[src/rtl/axis_demux_pkg.sv]
// Shared types and constants for the packet-steering stream demux.
// Holds the route FSM states, the port indices and the default data width.
package axis_demux_pkg;

  localparam int unsigned DATA_W_DEFAULT = 8;

  localparam int unsigned PORT1 = 0;
  localparam int unsigned PORT2 = 1;

  typedef enum logic {
    StIdle,
    StPkt
  } route_state_e;

endpackage

[src/rtl/axis_skid_buf.sv]
// Two-entry output stage: a registered output slot backed by one skid slot.
// in_ready is registered and deasserts only while the skid slot is occupied.
module axis_skid_buf #(
  parameter int unsigned DATA_W = 8
) (
  input  logic              clk,
  input  logic              reset,
  input  logic [DATA_W-1:0] in_data,
  input  logic              in_last,
  input  logic              in_push,
  output logic              in_ready,
  output logic [DATA_W-1:0] out_data,
  output logic              out_last,
  output logic              out_valid,
  input  logic              out_ready
);

  logic [DATA_W-1:0] out_data_q, out_data_d, skid_data_q, skid_data_d;
  logic              out_last_q, out_last_d, skid_last_q, skid_last_d;
  logic              out_valid_q, out_valid_d, skid_valid_q, skid_valid_d;
  logic              in_ready_q;
  logic              pop;

  assign pop = out_valid_q && out_ready;

  always_comb begin
    out_data_d   = out_data_q;
    out_last_d   = out_last_q;
    out_valid_d  = out_valid_q;
    skid_data_d  = skid_data_q;
    skid_last_d  = skid_last_q;
    skid_valid_d = skid_valid_q;

    if (pop) begin
      if (skid_valid_q) begin
        out_data_d   = skid_data_q;
        out_last_d   = skid_last_q;
        skid_valid_d = 1'b0;
      end else begin
        out_valid_d = 1'b0;
      end
    end

    // A push only lands in the output slot if that slot is truly free this cycle.
    if (in_push) begin
      if (!out_valid_q || (pop && !skid_valid_q)) begin
        out_data_d  = in_data;
        out_last_d  = in_last;
        out_valid_d = 1'b1;
      end else begin
        skid_data_d  = in_data;
        skid_last_d  = in_last;
        skid_valid_d = 1'b1;
      end
    end
  end

  always_ff @(posedge clk) begin
    if (reset) begin
      out_data_q   <= '0;
      out_last_q   <= 1'b0;
      out_valid_q  <= 1'b0;
      skid_data_q  <= '0;
      skid_last_q  <= 1'b0;
      skid_valid_q <= 1'b0;
      in_ready_q   <= 1'b1;
    end else begin
      out_data_q   <= out_data_d;
      out_last_q   <= out_last_d;
      out_valid_q  <= out_valid_d;
      skid_data_q  <= skid_data_d;
      skid_last_q  <= skid_last_d;
      skid_valid_q <= skid_valid_d;
      in_ready_q   <= !skid_valid_d;
    end
  end

  assign in_ready  = in_ready_q;
  assign out_data  = out_data_q;
  assign out_last  = out_last_q;
  assign out_valid = out_valid_q;

endmodule

[src/rtl/axis_demux.sv]
// 1:2 stream demux steering whole packets by sel sampled at each packet's first beat.
// Each output port sits behind its own skid buffer; packets per port are counted.
module axis_demux
  import axis_demux_pkg::*;
#(
  parameter int unsigned DATA_W = DATA_W_DEFAULT,
  parameter int unsigned CNT_W  = 8
) (
  input  logic              clk,
  input  logic              reset,
  input  logic              sel,
  input  logic [DATA_W-1:0] s_data,
  input  logic              s_valid,
  output logic              s_ready,
  input  logic              s_last,
  output logic [DATA_W-1:0] m_data_1,
  output logic [DATA_W-1:0] m_data_2,
  output logic              m_valid_1,
  output logic              m_valid_2,
  input  logic              m_ready_1,
  input  logic              m_ready_2,
  output logic              m_last_1,
  output logic              m_last_2,
  output logic [CNT_W-1:0]  pkt_cnt_1,
  output logic [CNT_W-1:0]  pkt_cnt_2
);

  route_state_e     state_q, state_d;
  logic             dest_q, dest_d;
  logic             rdy_en_q;
  logic             port_sel;
  logic             accept;
  logic [1:0]       in_ready;
  logic [1:0]       push;
  logic [CNT_W-1:0] pkt_cnt_1_q, pkt_cnt_2_q;

  // sel only steers while no packet is open; afterwards dest is locked in.
  assign port_sel = (state_q == StIdle) ? sel : dest_q;
  assign s_ready  = rdy_en_q && in_ready[port_sel];
  assign accept   = s_valid && s_ready;

  assign push[PORT1] = accept && (port_sel == 1'(PORT1));
  assign push[PORT2] = accept && (port_sel == 1'(PORT2));

  always_comb begin
    state_d = state_q;
    dest_d  = dest_q;
    unique case (state_q)
      StIdle: begin
        if (accept && !s_last) begin
          state_d = StPkt;
          dest_d  = sel;
        end
      end
      StPkt: begin
        if (accept && s_last) begin
          state_d = StIdle;
        end
      end
      default: state_d = StIdle;
    endcase
  end

  always_ff @(posedge clk) begin
    if (reset) begin
      state_q     <= StIdle;
      dest_q      <= 1'b0;
      rdy_en_q    <= 1'b0;
      pkt_cnt_1_q <= '0;
      pkt_cnt_2_q <= '0;
    end else begin
      state_q  <= state_d;
      dest_q   <= dest_d;
      rdy_en_q <= 1'b1;
      if (push[PORT1] && s_last) pkt_cnt_1_q <= pkt_cnt_1_q + CNT_W'(1);
      if (push[PORT2] && s_last) pkt_cnt_2_q <= pkt_cnt_2_q + CNT_W'(1);
    end
  end

  assign pkt_cnt_1 = pkt_cnt_1_q;
  assign pkt_cnt_2 = pkt_cnt_2_q;

  axis_skid_buf #(
    .DATA_W (DATA_W)
  ) u_skid_1 (
    .clk       (clk),
    .reset     (reset),
    .in_data   (s_data),
    .in_last   (s_last),
    .in_push   (push[PORT1]),
    .in_ready  (in_ready[PORT1]),
    .out_data  (m_data_1),
    .out_last  (m_last_1),
    .out_valid (m_valid_1),
    .out_ready (m_ready_1)
  );

  axis_skid_buf #(
    .DATA_W (DATA_W)
  ) u_skid_2 (
    .clk       (clk),
    .reset     (reset),
    .in_data   (s_data),
    .in_last   (s_last),
    .in_push   (push[PORT2]),
    .in_ready  (in_ready[PORT2]),
    .out_data  (m_data_2),
    .out_last  (m_last_2),
    .out_valid (m_valid_2),
    .out_ready (m_ready_2)
  );

endmodule

[config.mk]
export PLATFORM = sky130hd
export DESIGN_NAME = axis_demux
export DESIGN_NICKNAME = d
export VERILOG_FILES = /design/src/rtl/axis_demux_pkg.sv /design/src/rtl/axis_skid_buf.sv /design/src/rtl/axis_demux.sv
export SDC_FILE = /design/constraint.sdc
export NUM_CORES = 1
export LEC_CHECK = 0
export CAP_MARGIN = 20
export CORE_MARGIN = 3
export CORE_UTILIZATION = 40
export DETAILED_ROUTE_END_ITERATION = 10
export DONT_BUFFER_PORTS = 1
export PLACE_DENSITY_LB_ADDON = 0.1
export SLEW_MARGIN = 5
export SYNTH_ARGS = -nofsm -noshare
export SYNTH_HDL_FRONTEND = slang
export SYNTH_SLANG_ARGS = --single-unit
[constraint.sdc]
create_clock -name clk -period 1.7 [get_ports clk]
set_clock_uncertainty 0.1 [all_clocks]
set_input_delay 0.17 -clock clk [delete_from_list [all_inputs] [get_ports clk]]
set_output_delay 0.17 -clock clk [all_outputs]
set_load 0.005 [all_outputs]
=== Word level (Yosys, flattened, before mapping) ===
Cells that the tools add are included.

* Register bits after elaboration: 61
* Input port bits: 15
* Output and inout bits: 37
* Logic and storage cells: 87

* Add/subtract/negate cells: 2
* $lt $le $gt $ge: 1
* Multiplexer cells: 37
* Bitwise logic cells: 4
* Reductions and logical operators: 24

{| class="wikitable"
|+ Operator list
! operator !! number
|-
| 8-bit two-way mux || 8
|-
| 1-bit two-way mux || 28
|-
| 8-bit by 1-bit adder with 8-bit output, second input constant || 2
|-
| 1-bit logical AND || 12
|-
| 1-bit zero test || 7
|-
| 2-bit AND reduction || 3
|-
| 1-bit NOT || 4
|-
| 1-bit logical OR || 2
|-
| 1-bit by 2-bit < comparator with 1-bit output, second input constant || 1
|-
| 1-bit case mux with 2 select lines || 1
|}

=== Depth between registers and ports, before layout ===
Gate-level depths: netlist of the first run.

* Depth after elaboration: 8
* Depth in mapped cells: 6

=== Modules after synthesis ===
From an unflattened synthesis of the first run, not the netlist that was laid out.

* Cells, all modules: 301
* Area total of the unflattened synthesis: 2,731.4 um^2

{| class="wikitable"
|+ By module, submodules not included
! module !! times used !! cells an instance !! area an instance (um^2)
|-
| axis_skid_buf || 2 || 99 || 908.4
|-
| axis_demux || 1 || 103 || 914.6
|}

=== Least setup slack after synthesis of the first run ===
Ideal clock, no wire load.

* Path kind: register -> register
* Start: register (tool-made name)
* End: register pkt_cnt_1_q[4] (netlist: pkt_cnt_1[4])
* Library setup time: 0.071 ns
* Arrival: 1.469 ns
* Path slack: 0.060 ns
* Cell stages (with the launch flop): 6
* Buffers on the path: 1
* Clock period less this slack: 1.640 ns
* Cells stage by stage: dfxtp_1 > mux2i_1 > buf_4 > nand4_2 > or3_1 > a21oi_1

{| class="wikitable"
|+ RTL lines
! what !! RTL line !! RTL
|-
| to (signal assigned) || axis_demux.sv:75 || <nowiki>if (push[PORT1] && s_last) pkt_cnt_1_q <= pkt_cnt_1_q + CNT_W'(1);</nowiki>
|-
| to (decl) || axis_demux.sv:35 || <nowiki>logic [CNT_W-1:0] pkt_cnt_1_q, pkt_cnt_2_q;</nowiki>
|}

==> reports/qor.yml, run 1 <==
run_status:
  status: "complete, but fails checks"
  violations: "negative setup slack"
timing:
  fin_crit_sh_pct: 102
  min_period_ps: 1740
  drv_slew: 0
  tightest_slew_ps: 479
  setup_ws_ps: -36.9
  hold_viol: 0
  finalSetupViolCount: 1
  slew_headroom_pct: 67.9
  rsz0062_at_grt: "yes"
  max_freq_mhz: 576
cells_and_area:
  synthToLayoutAreaGrowth_pct: 28.4
  diodes: 0
  fillers: 554
  multiInputGateArea_um2: 1370
  final_nets: 337
  drive_gt1_share_pct: 21.8
  regArea_um2: 1220
  finalInstanceArea_um2: 3340
  fin_cells: 400
synthesis:
  ys_seq_elements: 61
  syn_nets: 294
  async_flop_share_pct: 0
  synth_ff_type: "dfxtp_1"
  synth_edf_count: 0
  yosys_warnings: 0
  yosysUniqueCellTypes: 37
  synth.cell_area_um2: 2600
  yosysSeqAreaShare_pct: 46.9
  syn_avg_cell_area_um2: 9.40
  postSynthCellCount: 277
die:
  rows: 28
  coreArea_um2: 6100
  io-pin-count: 52
  die_y_um: 86.7
  die_w_um: 86.7
  die-area_um2: 7510
  start_util_pct: 42.7
power:
  ir_worst_vdd_v: 0.000383
  clkPwrFrac_pct: 42.5
  combPwrFrac_pct: 8.9
  swShare_pct: 25.1
  finalPower_mw: 3.09
  leakage_nw: 1.47
  p_sw_uw: 775
  intPower_mw: 2.31
  p_seq_share_pct: 48.6
  power_density_nw_per_um2: 924
routing:
  drt-pass1-iter-count: 4
  ant_nets: 0
  routed_wirelength_um: 6590
  vias_per_cell: 5.39
  drtIter0Drc: 128
  vias: 2156
  drc: 0
  wl_per_cell_um: 16.5
worst_setup_path:
  cpPeakStageDelay_ps: 350
  r2r_setup_slack_ps: 20
  critPathArrivalTime_ps: 1470
  cp-end-kind: "primary output"
  slowest_stage: "dfxtp_2"
  crit_required_ps: 1430
  path_class: "flop to primary output"
  cp-start-kind: "flop"
  cpMostUsedCell: "buf_6"
  rr_endpoint: "u_skid_2.skid_last_q$_SDFFE_PP0P_"
  crit_fanout: 3
  crit_path_cell_trace: "buf_6 -> mux2_4 -> buf_6 -> nand2_4 -> a21boi_2 -> buf_4"
  r2r_cells: 6
cts:
  path_clk_slew_ps: 70
  clk_path_buf_depth: 2
  cts_tree: "built"
  numCtsBuffers: 9
  clkLatencyLatePin_ps: 340
  clkSinkCount: 61
  cts.htree.levels: 3
  root_buffer: "clkbuf_8"
global_route:
  overflow: 0
  grt_pass1_wl_um: 10300
  grt_start_max_net_pins: 60
  grt_usage_pct: 17.6
  grt_pass1_vias: 2056
  antenna_found_initial: 0
placement:
  port_buffers: 0
  placedInstanceArea_um2: 2780
  routabilityCongestion: 0.747
  pre_cts_ws_ps: -28.6
  dpl.cell_count: 357
  hpwlAfterDp_um: 3910
job:
  cap_viol_max_count: 0
min_path:
  hold_depth: 3
  whs_endpoint: "pkt_cnt_1[3]$_SDFFE_PP0P_"
  hp-class: "input pin to flop"
  hold_path.startpoint: "s_last"
-- worst max path at each step --
stage	slack, ps	depth (start not counted)	startpoint	end
after global placement	1	6	flop	u_skid_2.skid_data_q[2]$_SDFFE_PP0P_
after global routing	-110	6	flop	s_ready
after CTS	-50	6	flop	s_ready
after floorplan	60	5	flop	pkt_cnt_1[4]$_SDFFE_PP0P_
after detailed placement	-30	6	flop	u_skid_2.skid_data_q[4]$_SDFFE_PP0P_
final	-40	6	flop	s_ready
-- routing by layer --
metal	global-route usage (%)	wire (um)	up-vias
met1	24.7	3330	1015
met3	5.80	333	7
met4	7.65	67	0
li1	-	-	1088
met2	24.4	2860	46
met5	0	0	-
-- critical path: cells and delay by family, from the launching register on --
family	cells	cell delay, ps
flip-flops	1	350
multiplexers	1	310
buffers and inverters	3	360
AO/OA/AOI/OAI	1	50
AND/OR/NAND/NOR	1	60
-- flip-flops by register name (all words and copies together), names as in the netlist, 8 cells and up, named ones only --
| signal | cells |
|---|---|
| u_skid_2.out_data | 8 |
| pkt_cnt_2 | 8 |
| pkt_cnt_1 | 8 |
| u_skid_2.skid_data_q | 8 |
| u_skid_1.out_data | 8 |
| u_skid_1.skid_data_q | 8 |
-- synth_stat cells (3+ instances only) --
library cell,n,area share (%)
dfxtp_1,61,47
nor2_1,44,6.3
mux2i_1,38,15
a211oi_1,19,5.5
nand2_1,17,2.5
a21oi_1,12,2.3
clkbuf_1,8,1.2
nand3_1,7,1.3
o21ai_0,7,1.3
inv_1,6,0.87
nand4_1,6,1.4
or4_1,6,1.7
buf_2,5,0.96
and3_1,4,0.96
o31ai_1,4,1.2
xor2_1,4,1.3
xnor2_1,3,1.0
-- cells by family after synthesis --
logic type,after synthesis,share of synthesized area (%)
xor+xnor,7,2.36
compound gates,51,13.4
simple gates,95,17.4
mux,39,15.2
fa+ha+maj,2,0.961
flops,61,46.9
buf+inv,22,3.85
-- per-stage QoR --
step                      utilization [%]  hold WS, ps  TNS, ps
after floorplan                         -          206        0
after global placement               45.5          145        0
after detailed placement             45.5          147     -208
after CTS                            52.4         16.6    -46.8
after global routing                 54.8         17.0     -760
final                                54.8         1.25    -36.9
-- placed cells by master, fill, tap and decap left out, types with 2 or more instances in the layout --
cell,instances
nor2_1,43
or3_1,2
clkbuf_8,10
ha_1,2
dfxtp_1,59
inv_1,6
buf_6,7
o21ai_0,7
o22a_1,2
o211ai_4,2
xor2_1,4
nand2_1,16
xnor2_1,3
a21oi_1,10
o31ai_1,4
clkinv_2,2
o22ai_1,2
and3_1,4
a21oi_2,2
nand4_1,6
mux2i_1,37
or4_4,3
buf_4,27
dfxtp_2,2
or4_1,3
clkinvlp_4,3
dlygate4sd3_1,12
nand3_1,7
a211oi_1,18
-- cell type report --
cell class / instances / area share [%]
clock buffer: 10 / 4.12
timing repair buffer: 47 / 12.8
tap: 75 / 2.81
inverter: 6 / 0.674
multi-input combinational: 195 / 41.0
clock inverter: 6 / 1.87
sequential: 61 / 36.6
-- power by group through the flow --
stage	Combinational [mW]	Sequential, mW	Clock (mW)
after floorplan	0.128	1.52	0
after global placement	0.156	1.53	0
after detailed placement	0.158	1.53	0
after CTS	0.245	1.50	1.33
after global routing	0.305	1.50	1.41
final	0.276	1.50	1.31
-- what timing repair did --
| action | 4_1_cts | 5_1_grt |
|---|---|---|
| hold buffers | 13 | 0 |
| hold endpoints to repair | 61 | 0 |
| endpoints found under the setup margin | 14 | 37 |
| gates resized for setup | 10 | 19 |
| pin swaps | 2 | 13 |
| setup buffers | 5 | 7 |
| cloned | 1 | 2 |
Power figures use the tool's default switching activity.
==> inputs of run 2 (changes only) <==
--- a/config.mk
+++ b/config.mk
@@ -10,7 +10,7 @@
 export CORE_UTILIZATION = 40
 export DETAILED_ROUTE_END_ITERATION = 10
 export DONT_BUFFER_PORTS = 1
-export PLACE_DENSITY_LB_ADDON = 0.1
+export PLACE_DENSITY = 0.61
 export SLEW_MARGIN = 5
 export SYNTH_ARGS = -nofsm -noshare
 export SYNTH_HDL_FRONTEND = slang
==> reports/qor.yml, run 2 (synthesis results as in run 1) <==
timing:
  rsz0062_at_grt: "yes"
  drv_slew: 0  # unchanged
  slew_headroom_pct: 66.3  # -1.6 points
  tightest_slew_ps: 503  # +23.5 ps
  min_period_ps: 1690  # -43.2 ps
  hold_slack_ps: 11.0  # +9.77 ps
  max_freq_mhz: 590  # +2.6%
  tns_ps: 0  # +36.9 ps
  hold_viol: 0  # unchanged
  finalSetupViolCount: 0  # -1
  fin_crit_sh_pct: 99.6  # -2.5 points
global_route:
  grt_usage_pct: 17.5  # -0.056 points
  overflow: 0  # unchanged
  grt_pass1_vias: 2147  # +4.4%
  grt_start_max_net_pins: 60  # unchanged
  antenna_found_initial: 0  # unchanged
  grt_pass1_wl_um: 10300  # -0.14%
routing:
  drtIter0Drc: 125  # -2.3%
  vias: 2105  # -2.4%
  vias_per_cell: 5.45  # +1.2%
  wl_per_cell_um: 15.7  # -4.4%
  routed_wirelength_um: 6080  # -7.8%
  drt-pass1-iter-count: 4  # unchanged
  ant_nets: 0  # unchanged
  drc: 0  # unchanged
cells_and_area:
  diodes: 0  # unchanged
  fillers: 591  # +6.7%
  final_cell_mix: "dfxtp_1 (60), nor2_1 (43), mux2i_1 (38), buf_4 (19), a211oi_1 (18)"
  synthToLayoutAreaGrowth_pct: 22.1
  fin_cells: 386  # -3.5%
  final_nets: 324  # -3.9%
  drive_gt1_share_pct: 15.8  # -6.1 points
  final_common_cell: "dfxtp_1"
cts:
  numCtsBuffers: 9  # unchanged
  cts.htree.levels: 3  # unchanged
  path_clk_slew_ps: 60  # about the same
  cts_tree: "built"
  root_buffer: "clkbuf_8"
  clkLatencyLatePin_ps: 340  # about the same
  clk_path_buf_depth: 2  # unchanged
  clkSinkCount: 61  # unchanged
power:
  p_seq_share_pct: 50.0  # +1.4 points
  clkPwrFrac_pct: 42.1  # -0.4 points
  power_density_nw_per_um2: 942  # +2.0%
  ir_worst_vdd_v: 0.000394  # +2.9%
  swShare_pct: 23.8  # -1.3 points
  p_sw_uw: 714  # -8.0%
  leakage_nw: 1.42  # -3.2%
  finalPower_mw: 2.99  # -3.0%
  combPwrFrac_pct: 7.9  # -1.0 points
  intPower_mw: 2.28  # -1.3%
worst_setup_path:
  cpPeakStageDelay_ps: 500  # +150 ps
  cpMostUsedCell: "mux2i_1"
  crit_fanout: 5  # +2
  worst-path-buf-inv: 2  # -1
  cp-start-kind: "flop"
  crit_path_cell_trace: "mux2i_1 -> buf_4 -> or4_4 -> buf_6 -> mux2i_1 -> nor2_1"
  crit_required_ps: 1820  # +390 ps
  crit_family: "simple AND/OR/NAND/NOR gates"
  slowest_stage: "or4_4"
  path_class: "flop to flop"
  cp-end-kind: "flop"
  critPathArrivalTime_ps: 1810  # +340 ps
min_path:
  hp-class: "input pin to flop"
die:
  start_util_pct: 42.7  # unchanged
  die_y_um: 86.7  # unchanged
  io-pin-count: 52  # unchanged
  coreArea_um2: 6100  # unchanged
  die-area_um2: 7510  # unchanged
  die_w_um: 86.7  # unchanged
  rows: 28  # unchanged
run_status:
  status: "finished, final reports clean"
placement:
  routabilityCongestion: 0.779  # +4.4%
  hpwlAfterDp_um: 3960  # +1.3%
  port_buffers: 0  # unchanged
  dpl.cell_count: 355  # -0.56%
job:
  cap_viol_max_count: 0  # unchanged
==> run 2: changes by cell type in the layout (fill, tap and decap cells not counted), sizes merged <==
cell,change
buf,-12
clkbuf,+1
clkinv,+1
clkinvlp,-3
o211ai,-1
==> run 2: what timing repair did <==
| item | 4_1_cts | 5_1_grt |
|---|---|---|
| setup endpoints to repair | 14 | 34 |
| gates resized for setup | 7 | 7 |
| hold buffers | 13 | 0 |
| buffers inserted | 2 | 0 |
| pin swaps | 1 | 2 |
| gates cloned | 1 | 0 |
| endpoints found under the hold margin | 61 | 0 |
==> run 2: routing by layer <==
metal,global-route usage [%],vias to the layer above,routed length (um)
met5,0,-,0
met4,10.2,0,133
met2,26.0,41,2770
met1,22.7,991,2840
met3,4.85,12,339
li1,-,1061,-
==> run 2: worst paths after layout <==
check                      start                                    to  slack [ps]  depth (start not counted)
min                       s_last             pkt_cnt_2[0]$_SDFFE_PP0P_          10                          3
max reg2reg                 flop  u_skid_2.skid_data_q[7]$_SDFFE_PP0P_           6                          6
max                         flop  u_skid_2.skid_data_q[7]$_SDFFE_PP0P_           6                          6
min reg2reg  dest_q$_SDFFE_PP0P_                   dest_q$_SDFFE_PP0P_         390                          2
==> run 2: area by class of cell <==
type	count	area, um^2	share of cell area [%]
multi-input combinational	194	1320	41.7
sequential	61	1220	38.5
timing repair buffer	35	324	10.2
clock buffer	11	141	4.45
tap	75	93.8	2.95
clock inverter	4	48.8	1.54
inverter	6	22.5	0.709
==> run 2: per-stage QoR <==
step                      cell area, um^2  utilization, %  setup slack, ps
after floorplan                      2600               -             60.2
after global routing                 3180            52.1            -87.5
after detailed placement             2760            45.3            -64.5
after CTS                            3140            51.6             2.22
final                                3180            52.1             6.36
after global placement               2760            45.3            -9.65
==> run 2: worst reg2reg max path, stage by stage, from the launching register on <==
cell,delay [ps]
dfxtp_2,330
mux2i_1,120
buf_4,160
or4_4,500
buf_6,160
mux2i_1,160
nor2_1,50
==> run 2: power groups by stage <==
| stage | clock network [mW] | registers [mW] | logic [mW] |
|---|---|---|---|
| after floorplan | 0 | 1.52 | 0.128 |
| after global placement | 0 | 1.53 | 0.146 |
| after detailed placement | 0 | 1.53 | 0.149 |
| after CTS | 1.29 | 1.50 | 0.227 |
| after global routing | 1.36 | 1.50 | 0.263 |
| final | 1.26 | 1.50 | 0.236 |
==> inputs of run 3 (changes only) <==
--- a/config.mk
+++ b/config.mk
@@ -10,6 +10,7 @@
 export CORE_UTILIZATION = 40
 export DETAILED_ROUTE_END_ITERATION = 10
 export DONT_BUFFER_PORTS = 1
+export HOLD_SLACK_MARGIN = 0.12
 export PLACE_DENSITY = 0.61
 export SLEW_MARGIN = 5
 export SYNTH_ARGS = -nofsm -noshare
==> reports/qor.yml, run 3 (synthesis results as in run 1) <==
die:
  rows: 28  # unchanged
  die_w_um: 86.7  # unchanged
  die_y_um: 86.7  # unchanged
  die-area_um2: 7510  # unchanged
  io-pin-count: 52  # unchanged
  coreArea_um2: 6100  # unchanged
  start_util_pct: 42.7  # unchanged
routing:
  drt-pass1-iter-count: 4  # unchanged
  drc: 0  # unchanged
  vias: 2108  # +0.14%
  vias_per_cell: 5.46  # +0.14%
  routed_wirelength_um: 6060  # -0.25%
  wl_per_cell_um: 15.7  # -0.25%
  ant_nets: 0  # unchanged
  drtIter0Drc: 134  # +7.2%
worst_setup_path:
  rr_endpoint: "u_skid_2.skid_data_q[7]$_SDFFE_PP0P_"
  cpMostUsedCell: "mux2i_1"
  r2r_cells: 6  # unchanged
  critPathArrivalTime_ps: 1810  # about the same
  cp-end-kind: "flop"
  crit_required_ps: 1820  # about the same
  path_class: "flop to flop"
  crit_path_cell_trace: "mux2i_1 -> buf_4 -> or4_4 -> buf_6 -> mux2i_1 -> nor2_1"
  r2r_setup_slack_ps: 8  # about the same
  cpPeakStageDelay_ps: 500  # about the same
  cp-start-kind: "flop"
  crit_fanout: 5  # unchanged
  slowest_stage: "or4_4"
timing:
  tightest_slew_ps: 499  # -3.83 ps
  setup_ws_ps: 8.20  # +1.84 ps
  drv_slew: 0  # unchanged
  min_period_ps: 1690  # -1.84 ps
  hold_slack_ps: -119  # -130 ps
  fin_crit_sh_pct: 99.5  # -0.11 points
  finalSetupViolCount: 0  # unchanged
  hold_viol: 9  # +9
  tns_ps: 0  # unchanged
  rsz0062_at_grt: "yes"
  max_freq_mhz: 591  # +0.11%
  slew_headroom_pct: 66.6  # +0.26 points
cts:
  numCtsBuffers: 9  # unchanged
  hold_buffers: 13  # unchanged
  cts_tree: "built"
  root_buffer: "clkbuf_8"
  clk_path_buf_depth: 2  # unchanged
  clkSinkCount: 61  # unchanged
  cts.htree.levels: 3  # unchanged
  path_clk_slew_ps: 70  # about the same
  clkLatencyLatePin_ps: 340  # about the same
cells_and_area:
  utilization_pct: 52.1  # unchanged
  final_common_cell: "dfxtp_1"
  drive_gt1_share_pct: 15.8  # unchanged
  final_cell_mix: "dfxtp_1 (60), nor2_1 (43), mux2i_1 (38), buf_4 (19), a211oi_1 (18)"
  synthToLayoutAreaGrowth_pct: 22.1  # unchanged
  diodes: 0  # unchanged
  final_nets: 324  # unchanged
  finalInstanceArea_um2: 3180  # unchanged
global_route:
  overflow: 0  # unchanged
  grt_start_max_net_pins: 60  # unchanged
  grt_pass1_vias: 2145  # -0.093%
  grt_usage_pct: 17.5  # -0.060 points
  grt_pass1_wl_um: 10200  # -0.34%
  antenna_found_initial: 0  # unchanged
power:
  p_seq_share_pct: 50.1  # about the same
  p_sw_uw: 712  # -0.16%
  swShare_pct: 23.8  # -0.028 points
  clkPwrFrac_pct: 42.1  # about the same
  intPower_mw: 2.28  # about the same
  ir_worst_vdd_v: 0.000394  # about the same
  combPwrFrac_pct: 7.8  # about the same
  power_density_nw_per_um2: 942  # about the same
  leakage_nw: 1.42  # unchanged
min_path:
  hp-class: "input pin to flop"
  hold_path.startpoint: "s_last"
  hold_depth: 2  # -1
  whs_endpoint: "u_skid_1.skid_last_q$_SDFFE_PP0P_"
placement:
  port_buffers: 0  # unchanged
  pre_cts_ws_ps: -64.5  # unchanged
  hpwlAfterDp_um: 3960  # unchanged
  placedInstanceArea_um2: 2760  # unchanged
  routabilityCongestion: 0.779  # unchanged
run_status:
  violations: "negative hold slack"
  status: "complete, but fails checks"
job:
  cap_viol_max_count: 0  # unchanged
==> run 3: power groups by stage <==
stage	Combinational (mW)	Clock, mW	Sequential (mW)
finish	0.233	1.26	1.50
global route	0.260	1.36	1.50
CTS	0.224	1.29	1.50
detailed placement	0.149	0	1.53
global placement	0.146	0	1.53
floorplan	0.128	0	1.52
==> run 3: final cells by class <==
type	instances	area, um^2
clock buffer	11	141
clock inverter	4	48.8
fill	589	2920
inverter	6	22.5
multi-input combinational	194	1320
sequential	61	1220
tap	75	93.8
timing repair buffer	35	324
==> run 3: how the worst max path moves through the flow <==
stage	slack, ps	end	startpoint	cells after the start
3_3_place_gp	-10	u_skid_2.skid_data_q[6]$_SDFFE_PP0P_	flop	6
6_report	8	u_skid_2.skid_data_q[7]$_SDFFE_PP0P_	flop	6
4_1_cts	2	s_ready	flop	5
3_5_place_dp	-60	pkt_cnt_1[6]$_SDFFE_PP0P_	flop	6
5_1_grt	-90	pkt_cnt_1[7]$_SDFFE_PP0P_	flop	5
2_1_floorplan	60	pkt_cnt_1[4]$_SDFFE_PP0P_	flop	5
==> run 3: timing repair <==
item / in CTS / in global routing
buffers inserted: 2 / 0
setup endpoints to repair: 14 / 34
gates cloned: 1 / 0
pin swaps: 1 / 1
endpoints found under the hold margin: 61 / 21
resized for setup: 7 / 7
==> run 3: through the flow <==
stage | power [mW] | std cells
after CTS | 3.02 | 386
final | 2.99 | 386
after global routing | 3.12 | 386
after detailed placement | 1.68 | 355
after global placement | 1.68 | 355
after floorplan | 1.65 | 277
==> run 3: worst max-delay path: cells and delay by family (launching register included) <==
| family | cells | cell delay [ps] |
|---|---|---|
| mux | 2 | 260 |
| flops | 1 | 340 |
| buf+inv | 2 | 320 |
| simple gates | 2 | 550 |
==> run 3: per-layer routing <==
layer | part of all wire (%) | GRT usage, %
met4 | 2.2 | 10.2
met3 | 5.7 | 4.75
met1 | 47 | 22.8
met5 | 0 | 0
met2 | 45 | 25.7
==> RTL edit 1: new RTL, settings of run 2 <==
The package constant `DATA_W_DEFAULT` goes from 8 to 12.
--- a/src/rtl/axis_demux_pkg.sv
+++ b/src/rtl/axis_demux_pkg.sv
@@ -2,7 +2,7 @@
 // Holds the route FSM states, the port indices and the default data width.
 package axis_demux_pkg;
 
-  localparam int unsigned DATA_W_DEFAULT = 8;
+  localparam int unsigned DATA_W_DEFAULT = 12;
 
   localparam int unsigned PORT1 = 0;
   localparam int unsigned PORT2 = 1;
Interface: changed (resized m_data_1, m_data_2 and s_data); port bits go from 52 to 64. The function was not compared with the original's and may differ.
==> RTL edit 1 against run 2 <==
The flow now finishes with violations (hold timing, setup timing). Area after synthesis increased by 22%. Routed wire length increased by 32%. Power is 32% higher. Largest power group unchanged. First-iteration DRC count is 26% lower. Critical path type unchanged. Worst setup slack worse by 0.058 ns. Highest routed layer unchanged. Maximum frequency shrank 3.3%. Sequential cell count increased by 16. Die area rose by 21%. Critical endpoint is now pkt_cnt_1[5]. Final area up 23%.
==> RTL edit 1: results (changes against run 2) <==
| Metric | Value |
|---|---|
| Layout cells sized above 1 | `19.2% (was 15.8%)` |
| WL met3 | `533 um (was 339 um)` |
| Final setup violation count | `16 (was 0)` |
| Clock-cell share of area | `6.93% (was 5.99%)` |
| First-pass GRT wire length | `12100 um (was 10300 um)` |
| Final worst setup slack | `-0.0518 ns (was 0.00636 ns)` |
| DR iter-0 viols | `92 (was 125)` |
| Number of placed instances, taps included | `435 (was 355)` |
| Reg2reg path depth | `4 (was 6)` |
| Xor/xnor share of the synthesized area | `2.20% (was 2.36%)` |
| Worst-path fanout max | `6 (was 5)` |
| Slew margin rel. | `66.3% (about the same)` |
| Synthesized net count | `358 (was 294)` |
| Syn Inst Count | `337 (was 277)` |
| Leakage | `0.00178 uW (was 0.00142 uW)` |
| Seq area share | `39.6% (was 38.5%)` |
| Status | `complete, but fails checks (was complete, no violations)` |
| Wire length on met2 | `3730 um (was 2770 um)` |
| Complex-gate fraction of the synthesized area | `12.1% (was 13.4%)` |
| Critical path arrival | `1.94 ns (was 1.81 ns)` |
| Sink count of the clock tree | `77 (was 61)` |
| Nets@finish | `380 (was 324)` |
| Vias in the first global route | `2373 (was 2147)` |
| Data buffer area share | `7.34% (was 10.2%)` |
| Post-Route WL | `8030 um (was 6080 um)` |
| Min Hold Slack | `-0.225 ns (was 0.0110 ns)` |
| Via/cell ratio | `5.41 (was 5.45)` |
| Failing checks | `hold timing, setup timing` |
| Critical Path Max Stage Delay | `0.46 ns (was 0.50 ns)` |
| Hold-critical path depth | `1 (was 3)` |
| Hold buffers post-CTS | `5 (was 13)` |
| Post-synthesis sequential area ratio | `48.4% (was 46.9%)` |
| Fillers | `683 (was 591)` |
| Multi-input logic area | `0.00165 mm2 (was 0.00132 mm2)` |
| Fin. Hold Viols | `74 (was 0)` |
==> RTL edit 1: metal layers <==
layer / track usage (%) / vias up
met5: 0 / -
met4: 6.37 / 0
met3: 6.71 / 11
met2: 25.4 / 48
met1: 23.1 / 1207
li1: - / 1241
==> RTL edit 1: repair_timing <==
item	in CTS	in global routing
pin swaps	2	13
setup buffers	0	2
setup endpoints to repair	16	36
gates resized for setup	3	32
gates cloned	1	5
hold endpoints to repair	77	74
==> RTL edit 1: final timing paths <==
kind	end	from	slack, ns
setup / recovery	pkt_cnt_1[5]	flop	-0.05
hold reg to reg	u_skid_1.skid_data_q[5]	u_skid_1.skid_data_q[5]	0.40
setup reg to reg	pkt_cnt_1[5]	flop	-0.05
hold / removal	u_skid_2.out_data[0]	reset	-0.22
==> RTL edit 1: where the power goes <==
group	internal, uW	switching (uW)
Clock	1130	719
Combinational	107	115
Sequential	1850	38.4
==> RTL edit 2: new RTL, settings of run 2 <==
Made on the original files. Take the reset off `out_data_q` and `skid_data_q` and load them in a clocked block of their own.
--- a/src/rtl/axis_skid_buf.sv
+++ b/src/rtl/axis_skid_buf.sv
@@ -57,22 +57,23 @@
 
   always_ff @(posedge clk) begin
     if (reset) begin
-      out_data_q   <= '0;
       out_last_q   <= 1'b0;
       out_valid_q  <= 1'b0;
-      skid_data_q  <= '0;
       skid_last_q  <= 1'b0;
       skid_valid_q <= 1'b0;
       in_ready_q   <= 1'b1;
     end else begin
-      out_data_q   <= out_data_d;
       out_last_q   <= out_last_d;
       out_valid_q  <= out_valid_d;
-      skid_data_q  <= skid_data_d;
       skid_last_q  <= skid_last_d;
       skid_valid_q <= skid_valid_d;
       in_ready_q   <= !skid_valid_d;
     end
+  end
+
+  always_ff @(posedge clk) begin
+    out_data_q  <= out_data_d;
+    skid_data_q <= skid_data_d;
   end
 
   assign in_ready  = in_ready_q;
Formal check against the unedited RTL: differs if reset is asserted again (counterexample within 4 cycles, from zero or initial values and one cycle with reset high); with reset held inactive, the same outputs for 10 cycles.
==> RTL edit 2 against run 2 <==
Synthesized cell count down 13%. Non-clock buffer count decreased by 7. Utilization down 0.64 points. Area after synthesis shrank 2.3%. Cell count decreased by 9.1%. Routed wire length down 5.9%. Worst setup slack better by 0.085 ns. Via count fell by 11%. Power rose by 11%. Sequential power grew 11%. Count of clock-buffer cells in the layout did not move. Sequential cell count unchanged. Final area decreased by 2.4%. Largest cell class is now registers. Largest power group unchanged.
==> RTL edit 2: results (changes against run 2) <==
| Metric | Value |
|---|---|
| Via/cell ratio | `5.31 (was 5.45)` |
| Synthesized net count | `258 (was 294)` |
| Synth unique cells | `39 (was 37)` |
| Htree depth | `3 (unchanged)` |
| Leakage | `0.00120 uW (was 0.00142 uW)` |
| Critical path arrival | `1.75 ns (was 1.81 ns)` |
| Max IR drop VDD | `0.528 mV (was 0.394 mV)` |
| Commonest cells post-synth | `dfxtp_1, nand2_1, mux2i_1, nor2_1, edfxtp_1 (was dfxtp_1, nor2_1, mux2i_1, a211oi_1, nand2_1)` |
| 1st-pass router iterations | `4 (unchanged)` |
| Syn Inst Count | `241 (was 277)` |
| Pre-CTS WS | `0.0235 ns (was -0.0645 ns)` |
| # resized after CTS | `2 (was 7)` |
| Hold buffers post-CTS | `14 (was 13)` |
| Layout cells sized above 1 | `18.1% (was 15.8%)` |
| Post-synthesis sequential area ratio | `54.3% (was 46.9%)` |
| DR iter-0 viols | `105 (was 125)` |
| Status | `complete, no violations (unchanged)` |
| DP Area | `0.00270 mm2 (was 0.00276 mm2)` |
| DP HPWL | `3730 um (was 3960 um)` |
| Slew margin rel. | `30.3% (was 66.3%)` |
| Total GRT Usage | `16.1% (was 17.5%)` |
| Gpl congestion | `0.735 (was 0.779)` |
| Synth top area cells | `dfxtp_1, edfxtp_1, mux2i_1 (was dfxtp_1, mux2i_1, nor2_1)` |
| Worst-path fanout max | `6 (was 5)` |
| Reg2reg path depth | `4 (was 6)` |
| Nets@finish | `288 (was 324)` |
| First-pass GRT wire length | `9120 um (was 10300 um)` |
| Vias in the first global route | `1769 (was 2147)` |
| Total number of vias | `1863 (was 2105)` |
| Largest net degree at the start of global routing | `30 (was 60)` |
RTL edit 2: cell count changes after synthesis, moves of 6 or more:
cell      before  now
mux2i_1       38   19
o21ai_0        7   13
nor2_1        44   17
edfxtp_1       0   16
dfxtp_1       61   45
a211oi_1      19    1
o21ai_1        0    9
nand2_1       17   32
RTL edit 2: worst max-delay path: stages (launching register included):
cell	delay [ns]
dfxtp_4	0.38
mux2_4	0.29
nand3_4	0.08
or4_1	0.51
a21oi_1	0.16
RTL edit 2: kinds of logic after synthesis:
group                      count (synthesis)  synth area share [%]
xor gates and xnor gates                  11                  3.79
DFF                                       61                  54.3
adders and majority gates                  2                 0.984
muxes                                     24                  9.94
and+or+nand+nor                           89                  18.1
AOI/OAI and AO/OA                         42                  10.3
buffers and inverters                     12                  2.56
RTL edit 2: worst paths after layout:
check	end	slack, ns	from
worst max-delay path	pkt_cnt_2[7]	0.09	flop
worst min-delay path	u_skid_1.out_valid	0.02	sel
worst max register to register	pkt_cnt_2[7]	0.09	flop
worst min register to register	u_skid_1.skid_last_q	0.38	u_skid_1.skid_last_q
RTL edit 2: layout make-up:
type	instances	area, um2
Fill cell	553	2920
Sequential cell	61	1390
Multi-Input combinational cell	169	1140
Timing Repair Buffer	28	263
Clock buffer	11	141
Tap cell	75	93.8
Clock inverter	5	73.8
Inverter	2	7.51
RTL edit 2: layer usage:
metal  global-route usage [%]  share of wire (%)
met2                     21.6                 42
met4                     8.92                2.7
met3                     6.24                7.6
met1                     22.0                 47
met5                        0                  0
RTL edit 2: power by group:
part	switching (uW)	internal, uW
clock	544	856
combinational	140	121
sequential	83.7	1590
total	768	2560
